`src/rtl/sysarray_credit_gate.sv`:
```
// sysarray_credit_gate
// -------------------------------------------------------------------------
// Issue-side credit gate for the SysArray kernel datapath. It accepts a
// transaction count from the kernel control FSM and issues that many
// requests over a valid/ready handshake. No more than C_MAX_CREDITS
// requests may be in flight. Each returned response frees one credit.
// After the last request is issued, the block waits for every
// outstanding response, pulses ctrl_done and returns to IDLE.
//
// Handshake semantics (request side): a request transfers on every rising
// edge where req_valid && req_ready. req_valid is decoded from registered
// state only and has no combinational dependency on req_ready or
// rsp_valid. Once it is raised it stays high until the transfer completes.
// Only the transfer itself lowers remaining, and a response can only lower
// outstanding.
//
// Ports:
//   ap_clk         : clock, rising edge
//   ap_rst_n       : asynchronous active-low reset
//   ctrl_start     : single-cycle start pulse, honoured only in IDLE
//   ctrl_num_xfers : number of requests to issue, captured with ctrl_start
//   ctrl_done      : one-cycle pulse after all requests and responses
//   ctrl_idle      : high while in IDLE
//   req_valid      : request offered downstream
//   req_ready      : downstream accepts the request
//   rsp_valid      : one response returned (at most one per cycle)
//   outstanding    : requests currently in flight
//   remaining      : requests not yet issued
//   err_underflow  : sticky, response arrived with nothing in flight
//   dbg_state      : current FSM state, for checkers and debug
// -------------------------------------------------------------------------
module sysarray_credit_gate #(
  parameter int C_XFER_WIDTH  = 16,
  parameter int C_CNT_WIDTH   = 6,
  parameter int C_MAX_CREDITS = 32
) (
  input  logic                    ap_clk,
  input  logic                    ap_rst_n,
  input  logic                    ctrl_start,
  input  logic [C_XFER_WIDTH-1:0] ctrl_num_xfers,
  output logic                    ctrl_done,
  output logic                    ctrl_idle,
  output logic                    req_valid,
  input  logic                    req_ready,
  input  logic                    rsp_valid,
  output logic [C_CNT_WIDTH-1:0]  outstanding,
  output logic [C_XFER_WIDTH-1:0] remaining,
  output logic                    err_underflow,
  output logic [1:0]              dbg_state
);

  localparam logic [1:0] S_IDLE  = 2'd0;
  localparam logic [1:0] S_ISSUE = 2'd1;
  localparam logic [1:0] S_DRAIN = 2'd2;
  localparam logic [1:0] S_DONE  = 2'd3;

  localparam logic [C_CNT_WIDTH-1:0]  CREDIT_MAX = C_CNT_WIDTH'(C_MAX_CREDITS);
  localparam logic [C_XFER_WIDTH-1:0] REM_ONE    = C_XFER_WIDTH'(1);

  logic [1:0]              state_q;
  logic [1:0]              state_nxt;
  logic [C_XFER_WIDTH-1:0] rem_q;
  logic [C_XFER_WIDTH-1:0] rem_nxt;
  logic [C_CNT_WIDTH-1:0]  out_q;
  logic [C_CNT_WIDTH-1:0]  out_nxt;
  logic                    err_q;
  logic                    err_nxt;
  logic                    issue_fire;

  // Request offer is a pure function of registered state. remaining!=0
  // keeps the final handshake from being offered twice; the credit check
  // keeps outstanding at or below C_MAX_CREDITS.
  assign req_valid  = (state_q == S_ISSUE) && (rem_q != '0) && (out_q < CREDIT_MAX);
  assign issue_fire = req_valid && req_ready;

  // In-flight accounting, active in every state. A same-cycle issue and
  // response cancel out. A response with nothing in flight and no issue
  // to cancel against flags underflow and leaves the count at zero.
  always_comb begin
    out_nxt = out_q;
    err_nxt = err_q;
    case ({issue_fire, rsp_valid})
      2'b10: out_nxt = out_q + 1'b1;
      2'b01: begin
        if (out_q == '0) begin
          err_nxt = 1'b1;
        end else begin
          out_nxt = out_q - 1'b1;
        end
      end
      default: out_nxt = out_q;
    endcase
  end

  // Control FSM and remaining-count update.
  always_comb begin
    state_nxt = state_q;
    rem_nxt   = rem_q;
    case (state_q)
      S_IDLE: begin
        if (ctrl_start) begin
          if (ctrl_num_xfers != '0) begin
            rem_nxt   = ctrl_num_xfers;
            state_nxt = S_ISSUE;
          end else begin
            state_nxt = S_DONE;
          end
        end
      end
      S_ISSUE: begin
        if (issue_fire) begin
          rem_nxt = rem_q - 1'b1;
          if (rem_q == REM_ONE) begin
            state_nxt = S_DRAIN;
          end
        end
      end
      S_DRAIN: begin
        // Looking at the next-state count lets the final response and
        // the move to DONE happen on the same edge.
        if (out_nxt == '0) begin
          state_nxt = S_DONE;
        end
      end
      S_DONE: begin
        state_nxt = S_IDLE;
      end
      default: begin
        state_nxt = S_IDLE;
      end
    endcase
  end

  always_ff @(posedge ap_clk or negedge ap_rst_n) begin
    if (!ap_rst_n) begin
      state_q <= S_IDLE;
      rem_q   <= '0;
      out_q   <= '0;
      err_q   <= 1'b0;
    end else begin
      state_q <= state_nxt;
      rem_q   <= rem_nxt;
      out_q   <= out_nxt;
      err_q   <= err_nxt;
    end
  end

  assign ctrl_done     = (state_q == S_DONE);
  assign ctrl_idle     = (state_q == S_IDLE);
  assign outstanding   = out_q;
  assign remaining     = rem_q;
  assign err_underflow = err_q;
  assign dbg_state     = state_q;

endmodule

```
`config.mk`:
```
export PLATFORM = sky130hd
export DESIGN_NAME = sysarray_credit_gate
export DESIGN_NICKNAME = d
export VERILOG_FILES = /design/src/rtl/sysarray_credit_gate.sv
export SDC_FILE = /design/constraint.sdc
export NUM_CORES = 1
export LEC_CHECK = 0
export CAP_MARGIN = 20
export CORE_MARGIN = 10
export CORE_UTILIZATION = 45
export DETAILED_ROUTE_END_ITERATION = 7
export GPL_TIMING_DRIVEN = 0
export PLACE_DENSITY = 0.77
export SYNTH_ARGS = -nofsm -noshare
export SYNTH_HDL_FRONTEND = slang
export SYNTH_SLANG_ARGS = --single-unit
```
`constraint.sdc`:
```
create_clock -name ap_clk -period 3.42 [get_ports ap_clk]
set_input_delay 0.342 -clock ap_clk [delete_from_list [all_inputs] [get_ports ap_clk]]
set_output_delay 0.342 -clock ap_clk [all_outputs]
set_load 0.01 [all_outputs]
```
-- Word-level counts from Yosys, hierarchy flattened
Cells that the tools add are included.
- add/sub/neg operators: 3
- $lt $le $gt $ge: 1
- equality and inequality tests: 11
- mux-type cells: 12
- reductions and logical operators: 12
- operator list (operator ; number):
    2-to-1 mux 16 bit ; 3
    case mux 16 bit (2 select lines) ; 1
    nonzero test 16 bit ; 2
    == test 16 x 1 -> 1 bit, second input constant ; 1
    subtractor 16 x 1 -> 16 bit, second input constant ; 1
    zero test 6 bit ; 2
    case mux 6 bit (2 select lines) ; 1
    2-to-1 mux 2 bit ; 5
    case mux 2 bit (4 select lines) ; 1
    AND reduction 4 bit ; 2
    adder 6 x 1 -> 6 bit, second input constant ; 1
    == test 2 bit, second input constant ; 3
    less-than comparator 6 bit, second input constant ; 1
    2-to-1 mux 6 bit ; 1
    != test 2 bit, second input constant ; 3
    subtractor 6 x 1 -> 6 bit, second input constant ; 1
    == test 2 x 1 -> 1 bit, second input constant ; 2
    != test 2 x 1 -> 1 bit, second input constant ; 2
    logical AND 1 bit ; 3
    zero test 2 bit ; 1
    AND reduction 2 bit ; 1
    nonzero test 2 bit ; 1
- register bits: 25
- input port bits: 21
- word-level logic and storage cells: 43

-- Depth between registers and ports, before layout
Gate-level depths: netlist (run 1).
- depth after elaboration: 9
- gate-level depth with buffers: 15
- mapped depth without buffers: 14

-- Worst setup path after synthesis (run 1)
OpenSTA, ideal clock, no wires.
- kind: register to register
- start: reg rem_q[0] (netlist: remaining[0])
- end: reg state_q[1] (netlist: dbg_state[1])
- data arrival time: 3.582 ns
- setup slack: -0.290 ns
- stages on the path, launching flop included: 16
- period minus slack after synthesis: 3.710 ns
- path through: dfrtp_1 -> inv_1 -> ha_1 -> or3b_1 -> nor3_2 -> nand2_1 -> nand3_1 -> inv_1 -> ha_1 -> clkbuf_1 -> or3_1 -> o221ai_1 -> o41a_1 -> o2111ai_1 -> o31ai_4 -> mux2_1
- cells in the longest elaborated chain, start to end: 9
- elaborated cells on any way between the ends: 13
- classes of those cells: eq/ne (6); mux (1); reduce/logical (6)
- RTL lines (element ; line ; text):
    start, declared ; 62 ; logic [C_XFER_WIDTH-1:0] rem_q;
    start signal, assigned ; 142 ; rem_q <= rem_nxt;
    nonzero test 16 bit ; 73 ; assign req_valid = (state_q == S_ISSUE) && (rem_q != '0) && (out_q < CREDIT_MAX);
    logical AND 1 bit (2 in series) ; 73 ;
    logical AND 1 bit ; 74 ; assign issue_fire = req_valid && req_ready;
    == test 2 x 1 -> 1 bit or == test 2 bit (tied branches) ; 82 ; case ({issue_fire, rsp_valid})
    case mux 6 bit (2 select lines) ; 82 ;
    zero test 6 bit ; 121 ; if (out_nxt == '0) begin
    != test 2 bit (no line) ; -- ;
    AND reduction 4 bit (no line) (*) ; -- ;
    end signal, assigned ; 141 ; state_q <= state_nxt;
    end, declared ; 60 ; logic [1:0] state_q;
Mark *: on every way between the ends. The rest lies on a longest branch, timed or not.
A chain may end at the register's enable or synchronous reset.

-- Final worst setup path (run 1)
- start: reg rem_q[10] (netlist: remaining[10])
- end: reg state_q[1] (netlist: dbg_state[1])
- cells in the longest elaborated chain, start to end: 9
- elaborated cells on any way between the ends: 13
- classes of those cells: eq/ne (6); mux (1); reduce/logical (6)
- RTL lines (element ; line ; text):
    nonzero test 16 bit (*) ; 73 ;
    logical AND 1 bit (*) (2 in series) ; 73 ;
    logical AND 1 bit (*) ; 74 ;
    == test 2 x 1 -> 1 bit or == test 2 bit (tied branches) ; 82 ;
    case mux 6 bit (2 select lines) (*) ; 82 ;
    net out_nxt[4] ; 65 ; logic [C_CNT_WIDTH-1:0] out_nxt;
    zero test 6 bit (*) ; 121 ;
    != test 2 bit (no line) (*) ; -- ;
    AND reduction 4 bit (no line) (*) ; -- ;
Mark *: on every way through the listed nets, which the timed path passes. The rest lies on a longest branch.

==> results of run 1 <==
cell usage in the layout, fill, tap and decap left out, types with 6 or more instances in the layout:
cell type        count
nand2_1             14
buf_4               12
clkbuf_1             6
o22a_1              12
o21ai_0              6
dfrtp_1             23
nand3_1              7
clkdlybuf4s50_1     48
a21oi_1             18
nor3_1               8
nor2_1              29
ha_1                 9
inv_1               13
o21ai_1             10
layer usage:
layer	part of all wire	GRT usage	up-vias
li1	-	-	1008
met1	0.43	0.219	1000
met2	0.47	0.252	90
met3	0.086	0.0501	6
met4	0.0089	0.0344	0
met5	0	0	-
what timing repair did:
item,CTS,global route
endpoints found under the hold margin,0,0
gates resized for setup,11,2
setup buffers,7,4
pin swaps,6,2
endpoints found under the setup margin,2,2
sequential cells by signal (all words and copies together), names as in the netlist:
| signal | cells |
|---|---|
| remaining | 16 |
| err_underflow | 1 |
| outstanding | 6 |
| dbg_state | 2 |
kinds of logic after synthesis:
| logic type | after synthesis |
|---|---|
| AND/OR/NAND/NOR | 90 |
| AO/OA/AOI/OAI | 78 |
| buffers and inverters | 31 |
| flip-flops | 25 |
| adder cells (fa/ha/maj) | 11 |
| multiplexers | 4 |
synth_stat cells, types with 4 or more instances:
cell type   n
inv_1      16
nand2_1    15
a31oi_1     5
o21ai_1    10
dfrtp_1    25
ha_1       11
nor3_1      8
o22a_1     12
nor2b_1     4
o21ai_0     6
nand2b_1    5
or3_1       5
a21oi_1    18
nand3_1     8
a41oi_1     5
clkbuf_1    9
nor2_1     29
o211ai_1    4
power by group:
| part | switching [uW] | internal [uW] | total [uW] | leakage [uW] |
|---|---|---|---|---|
| combinational | 961 | 880 | 1840 | 0.000766 |
| clock | 97.9 | 83.6 | 181 | 0.0000228 |
| sequential | 204 | 447 | 651 | 0.000292 |
through the flow:
step	hold WS, ns	TNS (ns)
after floorplan	0.0464	-0.0885
after global placement	0.446	-0.524
after detailed placement	0.447	-0.680
after CTS	0.462	-0.0126
after global routing	0.469	-0.173
final	0.443	-0.0401
worst paths after layout:
| kind | slack (ns) | endpoint | cells after the start |
|---|---|---|---|
| min reg2reg | 0.47 | err_underflow | 1 |
| min | 0.44 | remaining[8] | 1 |
| max in group asynchronous | 2.47 | remaining[0] | 2 |
| max reg2reg | -0.04 | dbg_state[1] | 12 |
| max | -0.04 | dbg_state[1] | 12 |
| min in group ap_clk | 0.47 | err_underflow | 1 |
cell type report:
| cell class | count | area [um2] | area share |
|---|---|---|---|
| repair buffers | 60 | 591 | 0.217 |
| well taps | 50 | 62.6 | 0.0230 |
| clock buffers | 4 | 45.0 | 0.0166 |
| flip-flops and latches | 25 | 628 | 0.231 |
| plain buffers | 11 | 62.6 | 0.0230 |
| multi-input cells | 183 | 1260 | 0.464 |
| inverters | 18 | 67.6 | 0.0249 |
worst reg2reg max path, stage by stage (launching register included):
cell	delay (ns)
dfrtp_1	0.43
or4_4	0.59
nor3_4	0.20
nand2_2	0.09
nand3_2	0.10
inv_2	0.05
ha_4	0.23
or4b_1	0.46
o211ai_1	0.11
o211ai_1	0.13
or3_4	0.36
o31ai_4	0.29
mux2_4	0.32
==> impl_metrics.csv, run 1 <==
group,metric,value,unit
yosys,synth.distinct_cells,50,
clock_network,htree_levels,1,
timing,rsz0062_at_grt,"true",
clock_network,clk_latency,0.27,ns
timing,fin_ws,-0.0401,ns
yosys,yosysWarnings,0,
pwr,cellPowerDensity,983,mW/mm2
global_routing,grt_usage,0.164,
yosys,synth_area_leaders,"dfrtp_1 (32%), ha_1 (7.1%), nor2_1 (5.6%), o22a_1 (5.4%), a21oi_1 (4.6%)",
clock_network,cts.sinks,25,
floorplanning,die_x,85.9,um
hold_path,hold_path.class,"in2async",
yosys,synth_top_area_cell,"dfrtp_1",
route,wl_per_cell,17.4,um
route,ant_nets,0,
yosys,muxShareOfSynthArea,0.0212,
setup_path,critPathMostFrequentCell,"o211ai_1",
route,wirelength,6.10,mm
finish,fillers,356,
finish,stdcell_count,351,
timing,fin_crit_sh,1.01,
timing,hold_viol_final,0,
route,drc,0,
route,drt_first_iter_violations,192,
setup_path,cp-startpoint,"remaining[10]",
yosys,yosysTopAreaCellShare,0.321,
global_routing,globalRouteOverflowTotal,0,
floorplanning,die_y,85.9,um
timing,setup_viol,1,
clock_network,cts_buffers,3,
pwr,p_leak,0.00108,uW
finish,antenna_cells,0,
setup_path,path_cells,"or4_4, nor3_4, nand2_2, nand3_2, inv_2, ha_4, or4b_1, o211ai_1, o211ai_1, or3_4, o31ai_4, mux2_4",
timing,tightest_slew,0.612,ns
pwr,p_total,2670,uW
status,outcome,"finished, violations left",
yosys,synth_enable_flop_cells,0,
yosys,async_flop_share,1.00,
floorplanning,rows,23,
yosys,ys_seq_area_frac,0.321,
yosys,syn_nets,271,
floorplanning,ioPinCount,49,
setup_path,crit_slowest_cell,"or4_4",
global_routing,grt_first_pass_wirelength,10.2,mm
finish,fin_area,0.00272,mm2
global_routing,grt_max_degree,16,
setup_path,worstPathRequired,3.59,ns
placement,dp_slack,-0.444,ns
yosys,syn_inst,239,
placement,portBuffers,48,
timing,slew_violations,0,
route,firstDrtPassIters,4,
route,via_count,2104,
placement,dp.cells,338,
pwr,vdd_drop_max,0.564,mV
setup_path,path_buf_inv,1,
timing,fin_skew,0.00401,ns
route,via_per_inst,5.99,
setup_path,reg2reg_from,"remaining[10]",
clock_network,cts-root-buf,"clkbuf_8",
finish,nets,334,
setup_path,critPathCaptureType,"flop",
setup_path,worstPathMaxFanout,4,
yosys,synth_top_family_by_area,"compound AO/OA/AOI/OAI gates",
floorplanning,coreArea,0.00409,mm2
yosys,synthSimpleGateAreaFrac,0.239,
clock_network,clockBufferDepth,2,
placement,dp_hpwl,4.56,mm
placement,detailed_place.area,0.00255,mm2
yosys,ys_ff_latch,25,
clock_network,clk_pin_slew,0.09,ns
yosys,synth_fa_ha_area_frac,0.0705,
floorplanning,dieArea,0.00737,mm2
flow_run,cap_viol_max_count,0,
finish,syn2layout_area_growth,39.3,%
timing,post-route-min-period,3.46,ns
yosys,syn_area_per_cell,8.17,um2
setup_path,crit_family,"simple AND/OR/NAND/NOR gates",
setup_path,max_stage_delay,0.59,ns
status,violations,"setup timing",
yosys,synth_xor_area_frac,0,
timing,timing.fmax,289,MHz
floorplanning,initial_core_util,0.478,
global_routing,antenna_found_initial,0,
yosys,synth_compound_area_frac,0.285,
clock_network,cts_tree,"yes",
placement,gp_congestion,0.863,
setup_path,worstSetupStartpointType,"flop",
setup_path,path_class,"reg2reg",
finish,utilization,0.665,
global_routing,grt_pass1_vias,2054,
yosys,ys.flop_type,"dfrtp_1",
timing,relSlewSlack,0.591,
yosys,syn_area,0.00195,mm2
setup_path,worst_ep_arrival_time,3.63,ns
finish,drive_gt1_frac,0.136,
clock_network,holdBufCountCts,0,
(Power assumes the default switching activity.)
==> run 2, diff against run 1 <==
--- a/config.mk
+++ b/config.mk
@@ -5,12 +5,13 @@
 export SDC_FILE = /design/constraint.sdc
 export NUM_CORES = 1
 export LEC_CHECK = 0
-export CAP_MARGIN = 20
+export CAP_MARGIN = 10
 export CORE_MARGIN = 10
-export CORE_UTILIZATION = 45
+export CORE_UTILIZATION = 50
+export CTS_CLUSTER_DIAMETER = 80
 export DETAILED_ROUTE_END_ITERATION = 7
 export GPL_TIMING_DRIVEN = 0
-export PLACE_DENSITY = 0.77
+export PLACE_DENSITY = 0.81
 export SYNTH_ARGS = -nofsm -noshare
 export SYNTH_HDL_FRONTEND = slang
 export SYNTH_SLANG_ARGS = --single-unit
==> constraint.sdc (replaced) <==
create_clock -name ap_clk -period 3.9 [get_ports ap_clk]
set_input_delay 0.39 -clock ap_clk [delete_from_list [all_inputs] [get_ports ap_clk]]
set_output_delay 0.39 -clock ap_clk [all_outputs]
set_load 0.01 [all_outputs]
==> impl_metrics.csv, run 2 (synthesis results as in run 1) <==
group,metric,value,unit
clock_network,clk_pin_slew,0.09,ns
hold_path,hold_path.class,"reg2reg",
floorplanning,die_x,82.5,um
setup_path,worstSetupStartpointType,"flop",
setup_path,critPathMostFrequentCell,"inv_1",
finish,final_common_cell,"clkdlybuf4s50_1",
clock_network,clockBufferDepth,2,
route,wl_met3,543,um
global_routing,globalRouteOverflowTotal,0,
setup_path,critPathCaptureType,"flop",
clock_network,cts_tree,"yes",
hold_path,whs_path_depth,1,
route,drt_first_iter_violations,200,
timing,fin_crit_sh,0.951,
route,wl_met2,2.72,mm
timing,post-route-min-period,3.71,ns
clock_network,clk_latency,0.27,ns
clock_network,cts.sinks,25,
global_routing,grt_pass1_vias,1932,
setup_path,reg2reg_depth,15,
setup_path,path_cells,"inv_1, ha_4, or3b_4, nor3_4, nand2_1, nand3_1, inv_1, ha_1, buf_2, or3_1, o221ai_1, o41a_1, o2111ai_1, o31ai_4, mux2_1",
finish,stdcell_count,342,
timing,fin_skew,0.00800,ns
finish,utilization,0.698,
route,drc,0,
route,top_layer,"met4",
placement,portBuffers,48,
finish,largest_reg_flops,16,
timing,hold_viol_final,0,
timing,timing.fmax,269,MHz
setup_path,worstPathMaxFanout,10,
timing,relSlewSlack,0.546,
global_routing,grt_max_degree,26,
finish,fillers,327,
route,via_count,2062,
timing,rsz0062_at_grt,"false",
route,via_per_inst,6.03,
timing,tightest_slew,0.678,ns
setup_path,reg2reg_from,"remaining[0]",
route,drt-met1-wl,2.67,mm
route,wl_per_cell,17.5,um
finish,drive_gt1_frac,0.0782,
finish,nets,327,
pwr,vdd_drop_max,0.538,mV
hold_path,min_to,"err_underflow",
placement,dp_slack,-0.235,ns
floorplanning,die_y,82.5,um
finish,final_cell_mix,"clkdlybuf4s50_1 (48), nor2_1 (29), dfrtp_1 (24)",
floorplanning,ioPinCount,49,
route,ant_nets,0,
placement,dp.cells,335,
finish,syn2layout_area_growth,32.8,%
pwr,cellPowerDensity,862,mW/mm2
clock_network,htree_levels,1,
finish,antenna_cells,0,
global_routing,antenna_found_initial,0,
setup_path,path_buf_inv,3,
setup_path,rr_endpoint,"dbg_state[1]",
clock_network,cts_buffers,3,
placement,dp_hpwl,4.42,mm
setup_path,crit_slowest_cell,"dfrtp_2",
setup_path,crit_family,"simple AND/OR/NAND/NOR gates",
hold_path,hp-start,"err_underflow",
timing,worst_hold_slack,0.464,ns
flow_run,cap_viol_max_count,0,
status,outcome,"finished, final reports clean",
setup_path,worstPathRequired,4.07,ns
timing,setup_viol,0,
setup_path,reg2reg_setup_slack,0.19,ns
route,firstDrtPassIters,4,
floorplanning,rows,22,
floorplanning,dieArea,0.00680,mm2
setup_path,worst_ep_arrival_time,3.88,ns
route,wirelength,5.98,mm
global_routing,grt_first_pass_wirelength,9.55,mm
timing,fin_ws,0.189,ns
setup_path,path_class,"reg2reg",
placement,gp_congestion,0.915,
timing,slew_violations,0,
global_routing,grt_usage,0.174,
pwr,p_leak,0.00103,uW
floorplanning,initial_core_util,0.525,
setup_path,max_stage_delay,0.45,ns
clock_network,cts-root-buf,"clkbuf_8",
floorplanning,coreArea,0.00372,mm2
==> run 2: changes by cell type in the layout (fill, tap and decap cells not counted), moves of 2 or more <==
cell,previous run,this run
buf_4,12,3
inv_1,13,16
inv_2,5,2
clkbuf_1,6,8
==> run 2: how the worst max path moves through the flow <==
stage                 startpoint      endpoint  slack [ns]  cells after the start
CTS                 remaining[1]  dbg_state[1]        0.02                     15
global route        remaining[0]  dbg_state[1]        0.04                     15
floorplan           remaining[0]  dbg_state[1]        0.19                     15
detailed placement  remaining[0]  dbg_state[1]       -0.24                     15
finish              remaining[0]  dbg_state[1]        0.19                     15
global placement    remaining[0]  dbg_state[1]       -0.25                     15
==> run 2: per-stage QoR <==
stage	area, um2	setup TNS (ns)	total power [uW]
after floorplan	1950	0	1460
after global placement	2490	-0.253	2010
after detailed placement	2490	-0.235	2030
after CTS	2550	0	2200
after global routing	2590	0	2410
final	2590	0	2230
==> run 2: layout make-up <==
type,count,area (um2),area share
multi-input combinational,183,1220,0.472
sequential,25,627,0.242
timing repair buffer,51,510,0.197
inverter,18,67.6,0.0261
tap,48,60.1,0.0232
buffer,13,58.8,0.0227
clock buffer,4,45.0,0.0174
==> run 2: repair_timing <==
| action | 4_1_cts | 5_1_grt |
|---|---|---|
| buffers inserted | 1 | 1 |
| hold endpoints to repair | 0 | 0 |
| resized for setup | 1 | 9 |
| hold buffers | 0 | 0 |
| setup endpoints to repair | 2 | 2 |
| pin swaps | 1 | 0 |
==> run 2: power breakdown <==
part / leakage (uW) / internal, uW / switching, uW
clock: 0.0000228 / 73.3 / 85.1
sequential: 0.000293 / 391 / 175
combinational: 0.000713 / 702 / 808
==> run 2: metal layers <==
layer | GRT usage | vias up
met5 | 0 | -
met4 | 0.0323 | 0
met3 | 0.0410 | 6
met2 | 0.266 | 101
met1 | 0.245 | 965
li1 | - | 990
==> run 3, diff against run 2 <==
--- a/config.mk
+++ b/config.mk
@@ -12,6 +12,7 @@
 export DETAILED_ROUTE_END_ITERATION = 7
 export GPL_TIMING_DRIVEN = 0
 export PLACE_DENSITY = 0.81
+export SKIP_CTS_REPAIR_TIMING = 1
 export SYNTH_ARGS = -nofsm -noshare
 export SYNTH_HDL_FRONTEND = slang
 export SYNTH_SLANG_ARGS = --single-unit
==> impl_metrics.csv, run 3 (synthesis results as in run 1) <==
group,metric,value,unit
status,outcome,"finished, final reports clean",
flow_run,cap_viol_max_count,0,
route,drt_first_iter_violations,217,
pwr,p_total,2240,uW
timing,relSlewSlack,0.554,
timing,fin_crit_sh,0.965,
finish,final_common_cell,"clkdlybuf4s50_1",
floorplanning,rows,22,
setup_path,cp-startpoint,"remaining[0]",
placement,portBuffers,48,
floorplanning,dieArea,0.00680,mm2
pwr,cellPowerDensity,859,mW/mm2
route,via_per_inst,5.92,
clock_network,clk_pin_slew,0.09,ns
finish,drive_gt1_frac,0.0847,
setup_path,worstPathRequired,4.06,ns
global_routing,antenna_found_initial,0,
hold_path,hp-start,"err_underflow",
floorplanning,die_y,82.5,um
pwr,vdd_drop_max,0.535,mV
clock_network,cts_tree,"yes",
clock_network,cts.sinks,25,
finish,antenna_cells,0,
timing,hold_viol_final,0,
finish,syn2layout_area_growth,33.5,%
route,ant_nets,0,
setup_path,worstSetupStartpointType,"flop",
route,wirelength,5.89,mm
timing,tightest_slew,0.667,ns
global_routing,grt_pass1_vias,1931,
placement,dp.cells,335,
timing,slew_violations,0,
timing,finalSetupTns,0,ns
global_routing,grt_usage,0.173,
finish,stdcell_count,343,
setup_path,path_class,"reg2reg",
global_routing,globalRouteOverflowTotal,0,
global_routing,grt_first_pass_wirelength,9.50,mm
setup_path,worst_ep_arrival_time,3.92,ns
timing,setup_viol,0,
route,drc,0,
placement,gp_congestion,0.915,
floorplanning,die_x,82.5,um
floorplanning,initial_core_util,0.525,
setup_path,worstPathMaxFanout,10,
clock_network,clk_latency,0.27,ns
clock_network,htree_levels,1,
setup_path,reg2reg_from,"remaining[0]",
clock_network,cts_buffers,3,
floorplanning,coreArea,0.00372,mm2
route,wl_per_cell,17.2,um
floorplanning,ioPinCount,49,
clock_network,clockBufferDepth,2,
pwr,p_leak,0.00104,uW
route,via_count,2032,
route,firstDrtPassIters,4,
timing,fin_skew,0.00572,ns
global_routing,grt_max_degree,26,
finish,final_cell_mix,"clkdlybuf4s50_1 (48), nor2_1 (29), dfrtp_1 (24)",
finish,nets,328,
timing,timing.fmax,266,MHz
hold_path,hold_path.class,"reg2reg",
finish,largest_reg_flops,16,
setup_path,critPathCaptureType,"flop",
clock_network,cts-root-buf,"clkbuf_8",
placement,dp_hpwl,4.42,mm
timing,post-route-min-period,3.76,ns
run 3: cell count changes in the layout (fill, tap and decap cells not counted):
cell and delta:
o2111ai_2 +1, buf_4 +1, o2111ai_1 -1
run 3: metal layers:
metal / up-vias / share of wire / track usage
li1: 989 / - / -
met1: 945 / 0.45 / 0.243
met2: 92 / 0.46 / 0.261
met3: 6 / 0.089 / 0.0421
met4: 0 / 0.0066 / 0.0357
met5: - / 0 / 0
run 3: cell type report:
type                    count  area [um2]
plain buffers              13        58.8
clock buffers               4        45.0
fillers                   323        1110
inverters                  18        67.6
multi-input cells         183        1230
flip-flops and latches     25         627
well taps                  48        60.1
repair buffers             52         518
run 3: stage by stage:
step,instance area [um2],hold slack [ns],setup WS [ns],utilization
floorplan,1950,0.0944,0.190,-
global placement,2490,0.441,-0.246,0.671
detailed placement,2490,0.450,-0.235,0.671
CTS,2540,0.471,-0.270,0.683
global route,2610,0.484,-0.0600,0.701
finish,2610,0.463,0.138,0.701
run 3: power breakdown:
group          total [uW]  switching [uW]  internal, uW  leakage [uW]
Clock                 156            82.7          73.2     0.0000228
Sequential            567             176           391      0.000293
Combinational        1520             810           706      0.000720
Total                2240            1070          1170       0.00104
run 3: final timing paths:
check | slack (ns) | endpoint | cells past startpoint
max | 0.14 | dbg_state[1] | 15
max in group asynchronous | 2.85 | remaining[9] | 2
min | 0.46 | err_underflow | 1
min reg2reg | 0.46 | err_underflow | 1
max reg2reg | 0.14 | dbg_state[1] | 15
min in group asynchronous | 0.52 | outstanding[5] | 1
run 3: worst max-delay path, stage by stage (launching register included):
cell	delay, ns
dfrtp_2	0.45
inv_1	0.12
ha_4	0.18
or3b_4	0.41
nor3_4	0.19
nand2_1	0.10
nand3_1	0.12
inv_1	0.05
ha_1	0.31
buf_2	0.20
or3_1	0.36
o221ai_1	0.16
o41a_1	0.24
o2111ai_2	0.17
o31ai_4	0.26
mux2_1	0.34
